==> config.mk <==
export PLATFORM = sky130hd
export DESIGN_NAME = ball_ctl
export DESIGN_NICKNAME = d
export VERILOG_FILES = /design/src/rtl/ball_ctl.sv
export SDC_FILE = /design/constraint.sdc
export NUM_CORES = 1
export LEC_CHECK = 0
export CELL_PAD_IN_SITES_DETAIL_PLACEMENT = 1
export CELL_PAD_IN_SITES_GLOBAL_PLACEMENT = 1
export CORE_MARGIN = 5
export CORE_UTILIZATION = 30
export DETAILED_ROUTE_END_ITERATION = 8
export PLACE_DENSITY = 0.72
export SLEW_MARGIN = 10
export SYNTH_ARGS = -nofsm -noshare
export SYNTH_HDL_FRONTEND = slang
export SYNTH_SLANG_ARGS = --single-unit
export TNS_END_PERCENT = 100
==> constraint.sdc <==
create_clock -name clk -period 10.65 [get_ports clk]
set_clock_uncertainty 0.2 [all_clocks]
set_input_delay 3.195 -clock clk [delete_from_list [all_inputs] [get_ports clk]]
set_output_delay 3.195 -clock clk [all_outputs]
set_load 0.05 [all_outputs]
==> src/rtl/ball_ctl.sv <==
// ---------------------------------------------------------------------------
// ball_ctl -- per-frame ball motion controller for the pong field.
//
// Once per frame, on the rising edge of vblnk, the ball is moved by `step`
// pixels on each axis. It bounces off the top and bottom walls and off both
// pad faces. When it leaves the field past a pad, the opposite player's
// score pulse fires for one clock. The ball then freezes for one frame and
// is re-served from the centre.
//
// Ports:
//   clk          in   pixel clock
//   rst          in   synchronous reset, active-low
//   vblnk        in   vertical blanking from the timing stage
//   game_en      in   when low, the ball stays parked at centre (SERVE)
//   y_pad_left   in   [9:0] left pad top edge
//   y_pad_right  in   [9:0] right pad top edge
//   x_ball       out  [9:0] ball left edge, registered
//   y_ball       out  [9:0] ball top edge, registered
//   score_left   out  one-cycle pulse, left player scores (ball exits right)
//   score_right  out  one-cycle pulse, right player scores (ball exits left)
//
// Build option:
//   BALL_SPEEDUP_EN  when defined, each pad hit raises the step by one,
//                    saturating at STEP_MAX; otherwise the step stays at
//                    STEP_INIT.
// ---------------------------------------------------------------------------
module ball_ctl #(
    parameter int HOR_PIXELS   = 1024,
    parameter int VER_PIXELS   = 768,
    parameter int BALL_SIZE    = 15,
    parameter int PAD_L_X      = 30,
    parameter int PAD_R_X      = 979,
    parameter int PAD_WIDTH    = 15,
    parameter int PAD_HIGHT    = 145,
    parameter int STEP_INIT    = 2,
    parameter int STEP_MAX     = 6,
    parameter int SERVE_FRAMES = 60
) (
    input  logic       clk,
    input  logic       rst,
    input  logic       vblnk,
    input  logic       game_en,
    input  logic [9:0] y_pad_left,
    input  logic [9:0] y_pad_right,
    output logic [9:0] x_ball,
    output logic [9:0] y_ball,
    output logic       score_left,
    output logic       score_right
);

    typedef enum logic [1:0] {
        SERVE  = 2'd0,
        MOVE   = 2'd1,
        SCORED = 2'd2
    } state_t;

    // Comparisons run 12 bits wide so sums such as y_pad + PAD_HIGHT or
    // x + BALL_SIZE + step can never wrap.
    localparam int AW     = 12;
    // The step never exceeds STEP_MAX, so the register is sized to it.
    localparam int STEP_W = (STEP_MAX < 1) ? 1 : $clog2(STEP_MAX + 1);
    // The serve counter runs 0 .. SERVE_FRAMES-1.
    localparam int CNT_W  = (SERVE_FRAMES < 2) ? 1 : $clog2(SERVE_FRAMES);

    localparam logic [9:0] CX     = 10'((HOR_PIXELS - BALL_SIZE) / 2);
    localparam logic [9:0] CY     = 10'((VER_PIXELS - BALL_SIZE) / 2);
    localparam logic [9:0] Y_BOT  = 10'(VER_PIXELS - 1 - BALL_SIZE);
    localparam logic [9:0] X_LHIT = 10'(PAD_L_X + PAD_WIDTH + 1);
    localparam logic [9:0] X_RHIT = 10'(PAD_R_X - BALL_SIZE - 1);

    localparam logic [AW-1:0] A_BALL   = AW'(BALL_SIZE);
    localparam logic [AW-1:0] A_PAD_H  = AW'(PAD_HIGHT);
    localparam logic [AW-1:0] A_L_FACE = AW'(PAD_L_X + PAD_WIDTH);
    localparam logic [AW-1:0] A_R_FACE = AW'(PAD_R_X);
    localparam logic [AW-1:0] A_X_LIM  = AW'(HOR_PIXELS - 1);
    localparam logic [AW-1:0] A_Y_LIM  = AW'(VER_PIXELS - 1);

    localparam logic [STEP_W-1:0] STEP_INIT_V = STEP_W'(STEP_INIT);
    localparam logic [CNT_W-1:0]  CNT_LAST    = CNT_W'(SERVE_FRAMES - 1);

    state_t            state_q, state_d;
    logic [CNT_W-1:0]  cnt_q, cnt_d;
    logic [9:0]        x_q, x_d;
    logic [9:0]        y_q, y_d;
    logic              dx_q, dx_d;        // 1 = moving right
    logic              dy_q, dy_d;        // 1 = moving down
    logic [STEP_W-1:0] step_q, step_d;
    logic              score_l_q, score_l_d;
    logic              score_r_q, score_r_d;
    logic              vblnk_q;
    logic              armed_q;
    logic              tick;

    // Candidate results of one MOVE tick.
    logic [AW-1:0]     xa, ya, sa, pla, pra;
    logic [9:0]        step10;
    logic [9:0]        x_mv, y_mv;
    logic              dx_mv, dy_mv;
    logic              ov_l, ov_r;
    logic              hit, miss_l, miss_r;
    logic [STEP_W-1:0] step_hit;

    // armed_q blocks a tick until vblnk has been seen low after reset, so a
    // vblnk that is already high at reset release is not mistaken for a
    // rising edge.
    assign tick = vblnk & ~vblnk_q & armed_q;

    assign xa     = AW'(x_q);
    assign ya     = AW'(y_q);
    assign sa     = AW'(step_q);
    assign pla    = AW'(y_pad_left);
    assign pra    = AW'(y_pad_right);
    assign step10 = 10'(step_q);

    // Ball box overlaps the pad span in y (both spans inclusive).
    assign ov_l = (ya + A_BALL >= pla) && (ya <= pla + A_PAD_H);
    assign ov_r = (ya + A_BALL >= pra) && (ya <= pra + A_PAD_H);

`ifdef BALL_SPEEDUP_EN
    localparam logic [STEP_W-1:0] STEP_MAX_V = STEP_W'(STEP_MAX);
    assign step_hit = (step_q >= STEP_MAX_V) ? STEP_MAX_V : step_q + STEP_W'(1);
`else
    assign step_hit = step_q;
`endif

    // Axis checks use the pre-update position and are independent, so a
    // corner produces a wall bounce and a pad bounce on the same tick.
    always_comb begin
        y_mv   = y_q;
        dy_mv  = dy_q;
        x_mv   = x_q;
        dx_mv  = dx_q;
        hit    = 1'b0;
        miss_l = 1'b0;
        miss_r = 1'b0;

        if (!dy_q) begin
            if (ya <= sa) begin
                y_mv  = 10'd0;
                dy_mv = 1'b1;
            end else begin
                y_mv = y_q - step10;
            end
        end else begin
            if (ya + A_BALL + sa >= A_Y_LIM) begin
                y_mv  = Y_BOT;
                dy_mv = 1'b0;
            end else begin
                y_mv = y_q + step10;
            end
        end

        // A pad only catches a ball still in front of its face; once past
        // the face the ball keeps going until it leaves the field.
        if (!dx_q) begin
            if ((xa <= A_L_FACE + sa) && (xa > A_L_FACE) && ov_l) begin
                x_mv  = X_LHIT;
                dx_mv = 1'b1;
                hit   = 1'b1;
            end else if (xa <= sa) begin
                miss_l = 1'b1;
            end else begin
                x_mv = x_q - step10;
            end
        end else begin
            if ((xa + A_BALL + sa >= A_R_FACE) && (xa + A_BALL < A_R_FACE) && ov_r) begin
                x_mv  = X_RHIT;
                dx_mv = 1'b0;
                hit   = 1'b1;
            end else if (xa + A_BALL + sa >= A_X_LIM) begin
                miss_r = 1'b1;
            end else begin
                x_mv = x_q + step10;
            end
        end
    end

    always_comb begin
        state_d   = state_q;
        cnt_d     = cnt_q;
        x_d       = x_q;
        y_d       = y_q;
        dx_d      = dx_q;
        dy_d      = dy_q;
        step_d    = step_q;
        score_l_d = 1'b0;
        score_r_d = 1'b0;

        if (tick) begin
            case (state_q)
                SERVE: begin
                    if (!game_en) begin
                        cnt_d = '0;
                    end else if (cnt_q == CNT_LAST) begin
                        cnt_d   = '0;
                        step_d  = STEP_INIT_V;
                        state_d = MOVE;
                    end else begin
                        cnt_d = cnt_q + CNT_W'(1);
                    end
                end
                MOVE: begin
                    // On a miss the ball stays where it was; dx is left
                    // pointing at the player who conceded, which is the
                    // direction of the next serve.
                    if (miss_l) begin
                        score_r_d = 1'b1;
                        dx_d      = 1'b0;
                        state_d   = SCORED;
                    end else if (miss_r) begin
                        score_l_d = 1'b1;
                        dx_d      = 1'b1;
                        state_d   = SCORED;
                    end else begin
                        x_d  = x_mv;
                        y_d  = y_mv;
                        dx_d = dx_mv;
                        dy_d = dy_mv;
                        if (hit) begin
                            step_d = step_hit;
                        end
                    end
                end
                SCORED: begin
                    x_d     = CX;
                    y_d     = CY;
                    cnt_d   = '0;
                    state_d = SERVE;
                end
                default: begin
                    state_d = SERVE;
                end
            endcase
        end
    end

    always_ff @(posedge clk) begin
        if (!rst) begin
            state_q   <= SERVE;
            cnt_q     <= '0;
            x_q       <= CX;
            y_q       <= CY;
            dx_q      <= 1'b1;
            dy_q      <= 1'b1;
            step_q    <= STEP_INIT_V;
            score_l_q <= 1'b0;
            score_r_q <= 1'b0;
            vblnk_q   <= 1'b0;
            armed_q   <= 1'b0;
        end else begin
            state_q   <= state_d;
            cnt_q     <= cnt_d;
            x_q       <= x_d;
            y_q       <= y_d;
            dx_q      <= dx_d;
            dy_q      <= dy_d;
            step_q    <= step_d;
            score_l_q <= score_l_d;
            score_r_q <= score_r_d;
            vblnk_q   <= vblnk;
            armed_q   <= armed_q | ~vblnk;
        end
    end

    assign x_ball      = x_q;
    assign y_ball      = y_q;
    assign score_left  = score_l_q;
    assign score_right = score_r_q;

endmodule

* After elaboration in Yosys (flattened, before gate mapping)
Cells that the tools add are included.
** Word-level totals
- Register bits after elaboration :: 34
- Input port bits :: 24
- Output and inout port bits :: 22
- Logic and storage cells :: 108
** Cells by class
- $add $sub $neg :: 11
- Order comparisons :: 12
- Equal/unequal tests :: 10
- Multiplexer cells :: 38
- Bitwise logic cells :: 10
- Reduce and logical (&&, ||, !) cells :: 17
** Operators with widths (number)
- $mux W10 :: 12
- $pmux W10 S2 :: 2
- $ge A12 B10 Y1 const B :: 3
- $add A11 B2 Y12 const B :: 2
- $ge A12 B10 Y1 :: 2
- $add A10 B4 Y11 const B :: 2
- $add A10 B8 Y11 const B :: 2
- $le A10 B11 Y1 :: 2
- $add A10 B2 Y10 const B :: 2
- $le A10 B2 Y1 const B :: 2
- $sub A10 B2 Y10 const B :: 2
- $mux W1 :: 16
- $lt A12 B10 Y1 const B :: 1
- $mux W6 :: 2
- $pmux W6 S2 :: 1
- $reduce_and A4 Y1 :: 3
- $gt A10 B6 Y1 const B :: 1
- $le A10 B6 Y1 const B :: 1
- $mux W2 :: 4
- $ne A2 B2 Y1 const B :: 4
- $ne A4 B4 Y1 const B :: 2
- $not A1 Y1 :: 7
- $add A6 B1 Y6 const B :: 1
- $eq A6 B6 Y1 const B :: 1
- other kinds (13) :: 21

* Depth between registers and ports, before layout
Gate-level depths: netlist of the first run.
- Depth after elaboration :: 10
- Depth in mapped cells :: 16
- Depth with buffers taken out :: 15

* Worst setup path after synthesis of the first run
Ideal clock, no wire load.
- Kind :: input to register
- Start :: input port y_pad_right[0]
- End :: register x_q[5], in the netlist x_ball[5]
- Setup time :: 0.122 ns
- Data arrival time :: 5.786 ns
- Slack :: 4.543 ns
- Stages :: 14
- Path buffers :: 0
- Path through :: ha_1 > nand3_1 > nand2_1 > a31oi_1 > xnor2_1 > ha_1 > a21o_1 > a21o_1 > o221ai_1 > nand4_2 > a221o_1 > o211ai_1 > a21boi_1 > o32a_1
** On the way
- Longest elaborated chain between the ends :: 9
- Elaborated cells between the ends (all ways) :: 15
** Ends and longest elaborated chain
- from (decl) :: line 44 : input logic [9:0] y_pad_right,
- $add A10 B8 Y11 :: line 117 : assign ov_r = (ya + A_BALL >= pra) && (ya <= pra + A_PAD_H);
- $le A10 B11 Y1 :: line 117
- $logic_and A1 B1 Y1 (*) :: line 117
- $logic_and A1 B1 Y1 (*) :: line 166 : if ((xa + A_BALL + sa >= A_R_FACE) && (xa + A_BALL < A_R_FACE) && ov_r) begin
- $mux W10 :: line 166
- $mux W10 :: line 155 : if (!dx_q) begin
- $mux W10 :: line 210 : end else if (miss_r) begin
- $mux W10 :: line 206 : if (miss_l) begin
- $pmux W10 S2 :: line 190 : case (state_q)
- to (signal assigned) :: line 241 : x_q <= CX;
- to (signal assigned) :: line 253 : x_q <= x_d;
- to (decl) :: line 83 : logic [9:0] x_q, x_d;
Every way passes the cells marked *; elsewhere a longest branch is shown, timed or not. The select of a mux whose other input is x is not followed.
A chain may end at the register's enable or synchronous reset.

* Worst setup path after layout of the first run
- Start :: input port y_pad_right[2]
- End :: register x_q[5], in the netlist x_ball[5]
The elaborated chain is that of the path after synthesis.

==> results of run 1 <==
[routing by layer]
metal,wire length [um],global-route usage,vias to the layer above
met4,248,0.0437,0
met2,6390,0.294,83
li1,-,-,2110
met1,6480,0.215,2102
met3,549,0.0191,16
met5,0,0,-
[layout by cell type (no fill, tap or decap), drive strengths merged, types with 8 or more instances in the layout]
master         count
nand2             56
ha                51
clkdlybuf4s50     44
nor2              43
inv               41
o21ai             35
dfxtp             33
xnor2             32
a21oi             30
nand3             27
nand4             20
nor3              15
o211ai            12
o21a               9
xor2               9
a211oi             8
[power groups by stage]
stage | combinational (W) | clock [W] | sequential, W
after floorplan | 0.0000349 | 0 | 0.000127
after global placement | 0.0000529 | 0 | 0.000127
after detailed placement | 0.0000556 | 0 | 0.000127
after CTS | 0.0000560 | 0.000148 | 0.000125
after global routing | 0.0000625 | 0.000153 | 0.000125
final | 0.0000558 | 0.000144 | 0.000125
[sequential cells by signal, indices dropped and copies added, names as in the netlist]
signal	count
y_ball	9
score_right	1
dx_q	1
score_left	1
x_ball	10
vblnk_q	1
cnt_q	6
state_q	2
armed_q	1
dy_q	1
[worst paths after layout]
kind	cells past startpoint	endpoint	slack (ns)	from
worst min-delay path	2	armed_q$_SDFF_PN0_	0.25	armed_q$_SDFF_PN0_
worst max register to register	16	x_ball[5]$_SDFFE_PN1P_	6.34	y_ball[1]$_SDFFE_PN0P_
worst min register to register	2	armed_q$_SDFF_PN0_	0.25	armed_q$_SDFF_PN0_
worst max-delay path	16	x_ball[5]$_SDFFE_PN1P_	3.81	y_pad_right[2]
[metrics by stage]
step	setup WS [ns]	hold slack, ns	total power, W
floorplan	4.54	0.230	0.000162
global placement	3.67	0.237	0.000180
detailed placement	3.55	0.252	0.000183
CTS	3.82	0.260	0.000329
global route	3.53	0.294	0.000340
finish	3.81	0.254	0.000325
[worst reg2reg max path: stages (launching register included)]
cell	delay [ns]
sky130_fd_sc_hd__dfxtp_1	0.38
sky130_fd_sc_hd__buf_4	0.24
sky130_fd_sc_hd__inv_1	0.19
sky130_fd_sc_hd__ha_1	0.31
sky130_fd_sc_hd__nand2b_1	0.19
sky130_fd_sc_hd__nand4_1	0.13
sky130_fd_sc_hd__xnor2_1	0.24
sky130_fd_sc_hd__ha_1	0.36
sky130_fd_sc_hd__nand4_1	0.09
sky130_fd_sc_hd__a211oi_1	0.25
sky130_fd_sc_hd__o311ai_0	0.15
sky130_fd_sc_hd__nand3_1	0.14
sky130_fd_sc_hd__nand4_2	0.17
sky130_fd_sc_hd__a221o_1	0.42
sky130_fd_sc_hd__nor2_1	0.30
sky130_fd_sc_hd__nor4_1	0.11
sky130_fd_sc_hd__o32a_1	0.32
[cell type report]
cell class	count	area, um^2
tap	180	225
fill	1692	8930
clock buffer	7	143
inverter	41	154
timing repair buffer	46	455
sequential	33	661
multi-input combinational	461	3260
[cells by family after synthesis]
group,after synthesis
XOR/XNOR,41
flip-flops,33
AO/OA/AOI/OAI,153
buffers and inverters,68
AND/OR/NAND/NOR,215
adder cells (fa/ha/maj),51
other,1
==> metrics.txt, run 1 <==
# TYPE chip_impl_metric gauge
chip_impl_info{name="outcome",value="completed"} 1
chip_impl_metric{name="achievable-frequency",unit="MHz"} 146
chip_impl_metric{name="synth_async_sr_flop_share",unit=""} 0
chip_impl_info{name="setup_repair_after_global_routing_missed_its_margin",value="no"} 1
chip_impl_metric{name="core_area",unit="mm^2"} 0.0138
chip_impl_info{name="timing.critical_path.slowest_stage_cell",value="sky130_fd_sc_hd__clkdlybuf4s50_1"} 1
chip_impl_metric{name="antennaDiodeCount",unit=""} 0
chip_impl_metric{name="postRouteWirelength",unit="um"} 13700
chip_impl_metric{name="htree_num_levels",unit=""} 2
chip_impl_metric{name="cells_after_synth",unit=""} 562
chip_impl_metric{name="fp-row-count",unit=""} 43
chip_impl_metric{name="synth.top_cell.area_share",unit=""} 0.157
chip_impl_metric{name="critical_path_buf_inv_count",unit=""} 1
chip_impl_info{name="synth_area_leader_cell",value="sky130_fd_sc_hd__dfxtp_1"} 1
chip_impl_metric{name="antenna_violating_nets_post_route",unit=""} 0
chip_impl_metric{name="power.switching",unit="W"} 0.0000821
chip_impl_metric{name="max_cap_viol_count",unit=""} 0
chip_impl_metric{name="clock_insertion_delay_worst_skew",unit="ns"} 0.28
chip_impl_metric{name="post-cts-setup-buffer-count",unit=""} 0
chip_impl_metric{name="dieHeight",unit="um"} 128
chip_impl_info{name="path_class",value="in2reg"} 1
chip_impl_metric{name="pin_count",unit=""} 46
chip_impl_metric{name="max-clock-path-buffers",unit=""} 2
chip_impl_metric{name="setup_violations",unit=""} 0
chip_impl_metric{name="synth_adder_area_share",unit=""} 0.152
chip_impl_metric{name="clock_power_share",unit=""} 0.444
chip_impl_metric{name="library_cells_used_by_synthesis",unit=""} 74
chip_impl_metric{name="final_min_period_over_clock_period",unit=""} 0.643
chip_impl_metric{name="drt_iter0_drc",unit=""} 214
chip_impl_metric{name="first_pass_grt_wire_length",unit="um"} 22700
chip_impl_metric{name="area_growth_syn_to_layout",unit="%"} 16.5
chip_impl_info{name="synth.top_cells.by_area",value="sky130_fd_sc_hd__dfxtp_1 16%, sky130_fd_sc_hd__ha_1 15%, sky130_fd_sc_hd__xnor2_1 6.2%"} 1
chip_impl_metric{name="cts_inserted_buffers",unit=""} 5
chip_impl_metric{name="final_max_slew_viol_count",unit=""} 0
chip_impl_metric{name="grt_antenna_before_repair",unit=""} 0
chip_impl_metric{name="worst_slew_margin",unit=""} 0.461
chip_impl_metric{name="drt-vias-per-instance",unit=""} 5.61
chip_impl_metric{name="post_synth_instance_area",unit="mm^2"} 0.00421
chip_impl_metric{name="final_core_utilization",unit=""} 0.354
chip_impl_metric{name="post_synth_xor_area_fraction",unit=""} 0.0916
chip_impl_metric{name="detailedRoute.firstPassIterationCount",unit=""} 4
chip_impl_metric{name="path_max_fanout",unit=""} 5
chip_impl_metric{name="synth_edf_count",unit=""} 0
chip_impl_info{name="critical_path.cell_chain",value="clkdlybuf4s50_1 > nand3_1 > o21a_1 > nor3_1 > o21ai_0 > xnor2_1 > ha_1 > nand3_1 > nor2_1 > nand4_1 > o221ai_1 > nand4_2 > a221o_1 > nor2_1 > nor4_1 > o32a_1"} 1
chip_impl_info{name="synth_top_flop_cell",value="sky130_fd_sc_hd__dfxtp_1"} 1
chip_impl_metric{name="net_count_final",unit=""} 663
chip_impl_metric{name="cp_slowest_stage_delay",unit="ns"} 0.55
chip_impl_info{name="worst_hold_path_type",value="reg2reg"} 1
chip_impl_metric{name="yosys.area_share.simple",unit=""} 0.269
chip_impl_metric{name="placedInstanceArea",unit="mm^2"} 0.00476
chip_impl_metric{name="via_count_of_the_first_global_routing_pass",unit=""} 4606
chip_impl_metric{name="ir_worst_vdd",unit="mV"} 0.0479
chip_impl_metric{name="internal_power",unit="W"} 0.000242
chip_impl_metric{name="routabilityCongestion",unit=""} 0.861
chip_impl_info{name="critPathCaptureType",value="flop"} 1
chip_impl_metric{name="layout_min_cycle_time",unit="ns"} 6.84
chip_impl_info{name="synth_common_cells",value="54 x sky130_fd_sc_hd__nand2_1, 51 x sky130_fd_sc_hd__ha_1, 41 x sky130_fd_sc_hd__inv_1, 41 x sky130_fd_sc_hd__nor2_1, 33 x sky130_fd_sc_hd__dfxtp_1"} 1
chip_impl_metric{name="track_usage",unit=""} 0.167
chip_impl_info{name="critPathTopFamily",value="simple AND/OR/NAND/NOR gates"} 1
chip_impl_metric{name="power.combinational.fraction",unit=""} 0.172
chip_impl_metric{name="sw_frac_of_total",unit=""} 0.253
chip_impl_metric{name="setup-tns-final",unit="ns"} 0
chip_impl_info{name="cp-start-kind",value="input pin"} 1
chip_impl_metric{name="post-route-drc-count",unit=""} 0
chip_impl_metric{name="synthesis.yosys.warnings",unit=""} 0
chip_impl_metric{name="total_die_area",unit="mm^2"} 0.0165
chip_impl_metric{name="route.detailed.wl_per_inst",unit="um"} 17.8
chip_impl_metric{name="post_cts_gate_resize_count",unit=""} 0
chip_impl_metric{name="yosys_register_bits",unit=""} 33
chip_impl_metric{name="power.density",unit="mW/mm^2"} 66.2
chip_impl_metric{name="layout.cells.non_filler",unit=""} 768
chip_impl_metric{name="synth_mux_area_frac",unit=""} 0
chip_impl_metric{name="max_slew.worst_pin.slew",unit="ns"} 0.808
chip_impl_metric{name="synth.yosys.seq_area_share",unit=""} 0.157
chip_impl_metric{name="dp.final_hpwl",unit="um"} 10900
chip_impl_metric{name="share_seq_of_total_power",unit=""} 0.384
chip_impl_metric{name="synth_compound_gate_area_share",unit=""} 0.262
chip_impl_metric{name="leak_pwr",unit="nW"} 1.95
chip_impl_metric{name="finalInstanceArea",unit="mm^2"} 0.00490
chip_impl_metric{name="post_route_cells_drive_above_1_share",unit=""} 0.0612
chip_impl_metric{name="cts_hold_repair.buffers",unit=""} 0
chip_impl_metric{name="vias",unit=""} 4311
chip_impl_metric{name="data_required_time_of_the_critical_path",unit="ns"} 10.61
chip_impl_info{name="tritoncts",value="done"} 1
chip_impl_info{name="dominant_combinational_cell_family_by_area_after_synthesis",value="simple AND/OR/NAND/NOR gates"} 1
chip_impl_metric{name="clk_transition_reported_paths",unit="ns"} 0.05
chip_impl_metric{name="buffer_ports.inserted",unit=""} 44
chip_impl_metric{name="synthesis.area_per_instance",unit="um^2"} 7.48
chip_impl_info{name="synth.most_common_cell",value="sky130_fd_sc_hd__nand2_1"} 1
chip_impl_metric{name="floorplan.initialDensity",unit=""} 0.304
chip_impl_metric{name="hold_viol_final",unit=""} 0
chip_impl_metric{name="syn-num-nets",unit=""} 637
chip_impl_info{name="cts_root_buffer_type",value="sky130_fd_sc_hd__clkbuf_16"} 1
chip_impl_metric{name="post-place-cells",unit=""} 761
chip_impl_metric{name="clock_sink_count",unit=""} 33
chip_impl_metric{name="grt_overflow_total",unit=""} 0
chip_impl_metric{name="dieWidth",unit="um"} 128
chip_impl_metric{name="maximum_number_of_pins_on_one_net_before_global_route_repair",unit=""} 20
chip_impl_metric{name="crit_arrival",unit="ns"} 6.81
No activity file was read; power rests on OpenSTA's default activity.
==> inputs of run 2 (changes only) <==
==> constraint.sdc (replaced) <==
create_clock -name clk -period 6.51 [get_ports clk]
set_clock_uncertainty 0.2 [all_clocks]
set_input_delay 1.953 -clock clk [delete_from_list [all_inputs] [get_ports clk]]
set_output_delay 1.953 -clock clk [all_outputs]
set_load 0.05 [all_outputs]
==> run 2 against run 1 <==
Net effect:
- core utilization did not move
- final area did not move
- register-to-register slack got worse by 4.3 ns
- final cell count fell by 0.13%
- sequential share of layout area did not move
- count of clock-buffer cells in the layout did not move
- wire length fell by 0.28%
- highest routed layer unchanged
- first-iteration DRC count rose by 1.9%
- critical path depth did not move
- largest power group unchanged
- global-route usage fell by 0.12 points
- hold slack improved by 0.0018 ns
==> metrics.txt, run 2 (synthesis results as in run 1) <==
# TYPE chip_impl_metric gauge
chip_impl_metric{name="post-cts-setup-buffer-count",unit=""} 0
chip_impl_metric{name="detailedRoute.firstPassIterationCount",unit=""} 4
chip_impl_metric{name="first_pass_grt_wire_length",unit="um"} 22800
chip_impl_metric{name="antenna_violating_nets_post_route",unit=""} 0
chip_impl_metric{name="dieWidth",unit="um"} 128
chip_impl_metric{name="leak_pwr",unit="nW"} 1.95
chip_impl_info{name="cp-start-kind",value="input pin"} 1
chip_impl_metric{name="track_usage",unit=""} 0.165
chip_impl_metric{name="grt_antenna_before_repair",unit=""} 0
chip_impl_metric{name="fp-row-count",unit=""} 43
chip_impl_metric{name="final_core_utilization",unit=""} 0.354
chip_impl_info{name="path_class",value="in2reg"} 1
chip_impl_info{name="setup.worst_path.start",value="y_pad_right[2]"} 1
chip_impl_metric{name="power.density",unit="mW/mm^2"} 112
chip_impl_info{name="setup_repair_after_global_routing_missed_its_margin",value="no"} 1
chip_impl_info{name="commonest_non_fill_non_tap_cell_in_the_layout",value="sky130_fd_sc_hd__nand2_1"} 1
chip_impl_metric{name="cts_inserted_buffers",unit=""} 5
chip_impl_metric{name="critical_path_buf_inv_count",unit=""} 1
chip_impl_metric{name="post-layout-total-power",unit="W"} 0.000551
chip_impl_metric{name="post_route_cells_drive_above_1_share",unit=""} 0.0613
chip_impl_metric{name="dp.final_hpwl",unit="um"} 10700
chip_impl_metric{name="worst-r2r-setup-slack",unit="ns"} 2.00
chip_impl_metric{name="setup_violations",unit=""} 0
chip_impl_metric{name="largest_register_ffs",unit=""} 10
chip_impl_metric{name="post-route-drc-count",unit=""} 0
chip_impl_metric{name="final_max_slew_viol_count",unit=""} 0
chip_impl_metric{name="postRouteWirelength",unit="um"} 13600
chip_impl_metric{name="via_count_of_the_first_global_routing_pass",unit=""} 4519
chip_impl_info{name="timing.critical_path.slowest_stage_cell",value="sky130_fd_sc_hd__clkdlybuf4s50_1"} 1
chip_impl_metric{name="worst_slew_margin",unit=""} 0.480
chip_impl_metric{name="layout_min_cycle_time",unit="ns"} 5.57
chip_impl_metric{name="fill_cells",unit=""} 1706
chip_impl_metric{name="clock_insertion_delay_worst_skew",unit="ns"} 0.28
chip_impl_metric{name="drt_iter0_drc",unit=""} 218
chip_impl_metric{name="data_required_time_of_the_critical_path",unit="ns"} 6.48
chip_impl_metric{name="drt-vias-per-instance",unit=""} 5.59
chip_impl_metric{name="area_growth_syn_to_layout",unit="%"} 16.5
chip_impl_metric{name="clk_transition_reported_paths",unit="ns"} 0.06
chip_impl_metric{name="route.detailed.wl_per_inst",unit="um"} 17.8
chip_impl_metric{name="path_max_fanout",unit=""} 5
chip_impl_metric{name="htree_num_levels",unit=""} 2
chip_impl_metric{name="clock_sink_count",unit=""} 33
chip_impl_metric{name="ir_worst_vdd",unit="mV"} 0.0918
chip_impl_metric{name="max_slew.worst_pin.slew",unit="ns"} 0.779
chip_impl_metric{name="routabilityCongestion",unit=""} 0.856
chip_impl_metric{name="grt_overflow_total",unit=""} 0
chip_impl_metric{name="total_die_area",unit="mm^2"} 0.0165
chip_impl_metric{name="max-clock-path-buffers",unit=""} 2
chip_impl_metric{name="pin_count",unit=""} 46
chip_impl_metric{name="final_critical_path_setup_slack",unit="ns"} 0.938
chip_impl_info{name="hold_start",value="armed_q$_SDFF_PN0_"} 1
chip_impl_info{name="critPathCaptureType",value="flop"} 1
chip_impl_info{name="final_cell_mix",value="54 x sky130_fd_sc_hd__nand2_1, 51 x sky130_fd_sc_hd__ha_1, 44 x sky130_fd_sc_hd__clkdlybuf4s50_1, 41 x sky130_fd_sc_hd__inv_1, 41 x sky130_fd_sc_hd__nor2_1"} 1
chip_impl_info{name="outcome",value="completed"} 1
chip_impl_metric{name="cts_hold_repair.buffers",unit=""} 0
chip_impl_metric{name="core_area",unit="mm^2"} 0.0138
chip_impl_info{name="critPathTopFamily",value="simple AND/OR/NAND/NOR gates"} 1
chip_impl_info{name="worst_hold_path_type",value="reg2reg"} 1
chip_impl_metric{name="post_cts_gate_resize_count",unit=""} 0
chip_impl_metric{name="achievable-frequency",unit="MHz"} 179
chip_impl_metric{name="final_min_period_over_clock_period",unit=""} 0.856
chip_impl_metric{name="buffer_ports.inserted",unit=""} 44
chip_impl_info{name="reg2reg_from",value="y_ball[1]$_SDFFE_PN0P_"} 1
chip_impl_metric{name="max_cap_viol_count",unit=""} 0
chip_impl_metric{name="net_count_final",unit=""} 661
chip_impl_metric{name="vias",unit=""} 4287
chip_impl_info{name="critical_path.cell_chain",value="clkdlybuf4s50_1 > nand3_1 > o21a_1 > nor3_1 > o21ai_0 > xnor2_1 > ha_1 > nand3_1 > nor2_1 > nand4_1 > o221ai_1 > nand4_2 > a221o_1 > nor2_1 > nor4_1 > o32a_1"} 1
chip_impl_metric{name="antennaDiodeCount",unit=""} 0
chip_impl_metric{name="setup-tns-final",unit="ns"} 0
chip_impl_metric{name="cp_slowest_stage_delay",unit="ns"} 0.55
chip_impl_metric{name="floorplan.initialDensity",unit=""} 0.304
chip_impl_metric{name="placement.setup.worst_slack",unit="ns"} 0.679
chip_impl_metric{name="crit_arrival",unit="ns"} 5.54
chip_impl_info{name="cts_root_buffer_type",value="sky130_fd_sc_hd__clkbuf_16"} 1
chip_impl_info{name="tritoncts",value="done"} 1
chip_impl_metric{name="maximum_number_of_pins_on_one_net_before_global_route_repair",unit=""} 20
chip_impl_metric{name="dieHeight",unit="um"} 128
chip_impl_metric{name="hold_viol_final",unit=""} 0
[run 2: changes by cell type in the layout (fill, tap and decap cells not counted), sizes merged]
| cell | before | now |
|---|---|---|
| clkinv | 0 | 1 |
| buf | 2 | 0 |
[run 2: metal layers]
metal  up-vias  track usage  share of wire
met1      2066        0.221           0.48
met5         -            0              0
li1       2120            -              -
met2        83        0.286           0.47
met4         0       0.0406          0.016
met3        18       0.0174          0.035
[run 2: layout make-up]
cell class	count	area, um^2	area share
flip-flops and latches	33	661	0.135
repair buffers	44	440	0.0899
well taps	180	225	0.0460
multi-input cells	461	3260	0.666
clock inverters	1	5.00	0.00102
inverters	41	154	0.0314
clock buffers	7	153	0.0311
[run 2: worst min-delay path, delay by kind of cell (launching register included)]
family | cells | cell delay (ns)
flops | 1 | 0.31
buf+inv | 1 | 0.05
compound gates | 1 | 0.05
[run 2: metrics by stage]
stage               instance area [um^2]  cells  hold slack [ns]
detailed placement                  4740    759            0.252
global route                        4900    767            0.294
finish                              4900    767            0.256
global placement                    4740    759            0.237
floorplan                           4210    562            0.230
CTS                                 4900    767            0.261
[run 2: where the power goes]
| part | internal [W] | switching, W |
|---|---|---|
| logic | 0.0000430 | 0.0000483 |
| registers | 0.000203 | 0.000000671 |
| clock network | 0.000162 | 0.0000940 |
| total | 0.000408 | 0.000143 |
[run 2: worst paths after layout]
path              cells past startpoint                     end
setup / recovery                     16  x_ball[5]$_SDFFE_PN1P_
hold / removal                        2      armed_q$_SDFF_PN0_
setup reg to reg                     15  x_ball[3]$_SDFFE_PN1P_
hold reg to reg                       2      armed_q$_SDFF_PN0_
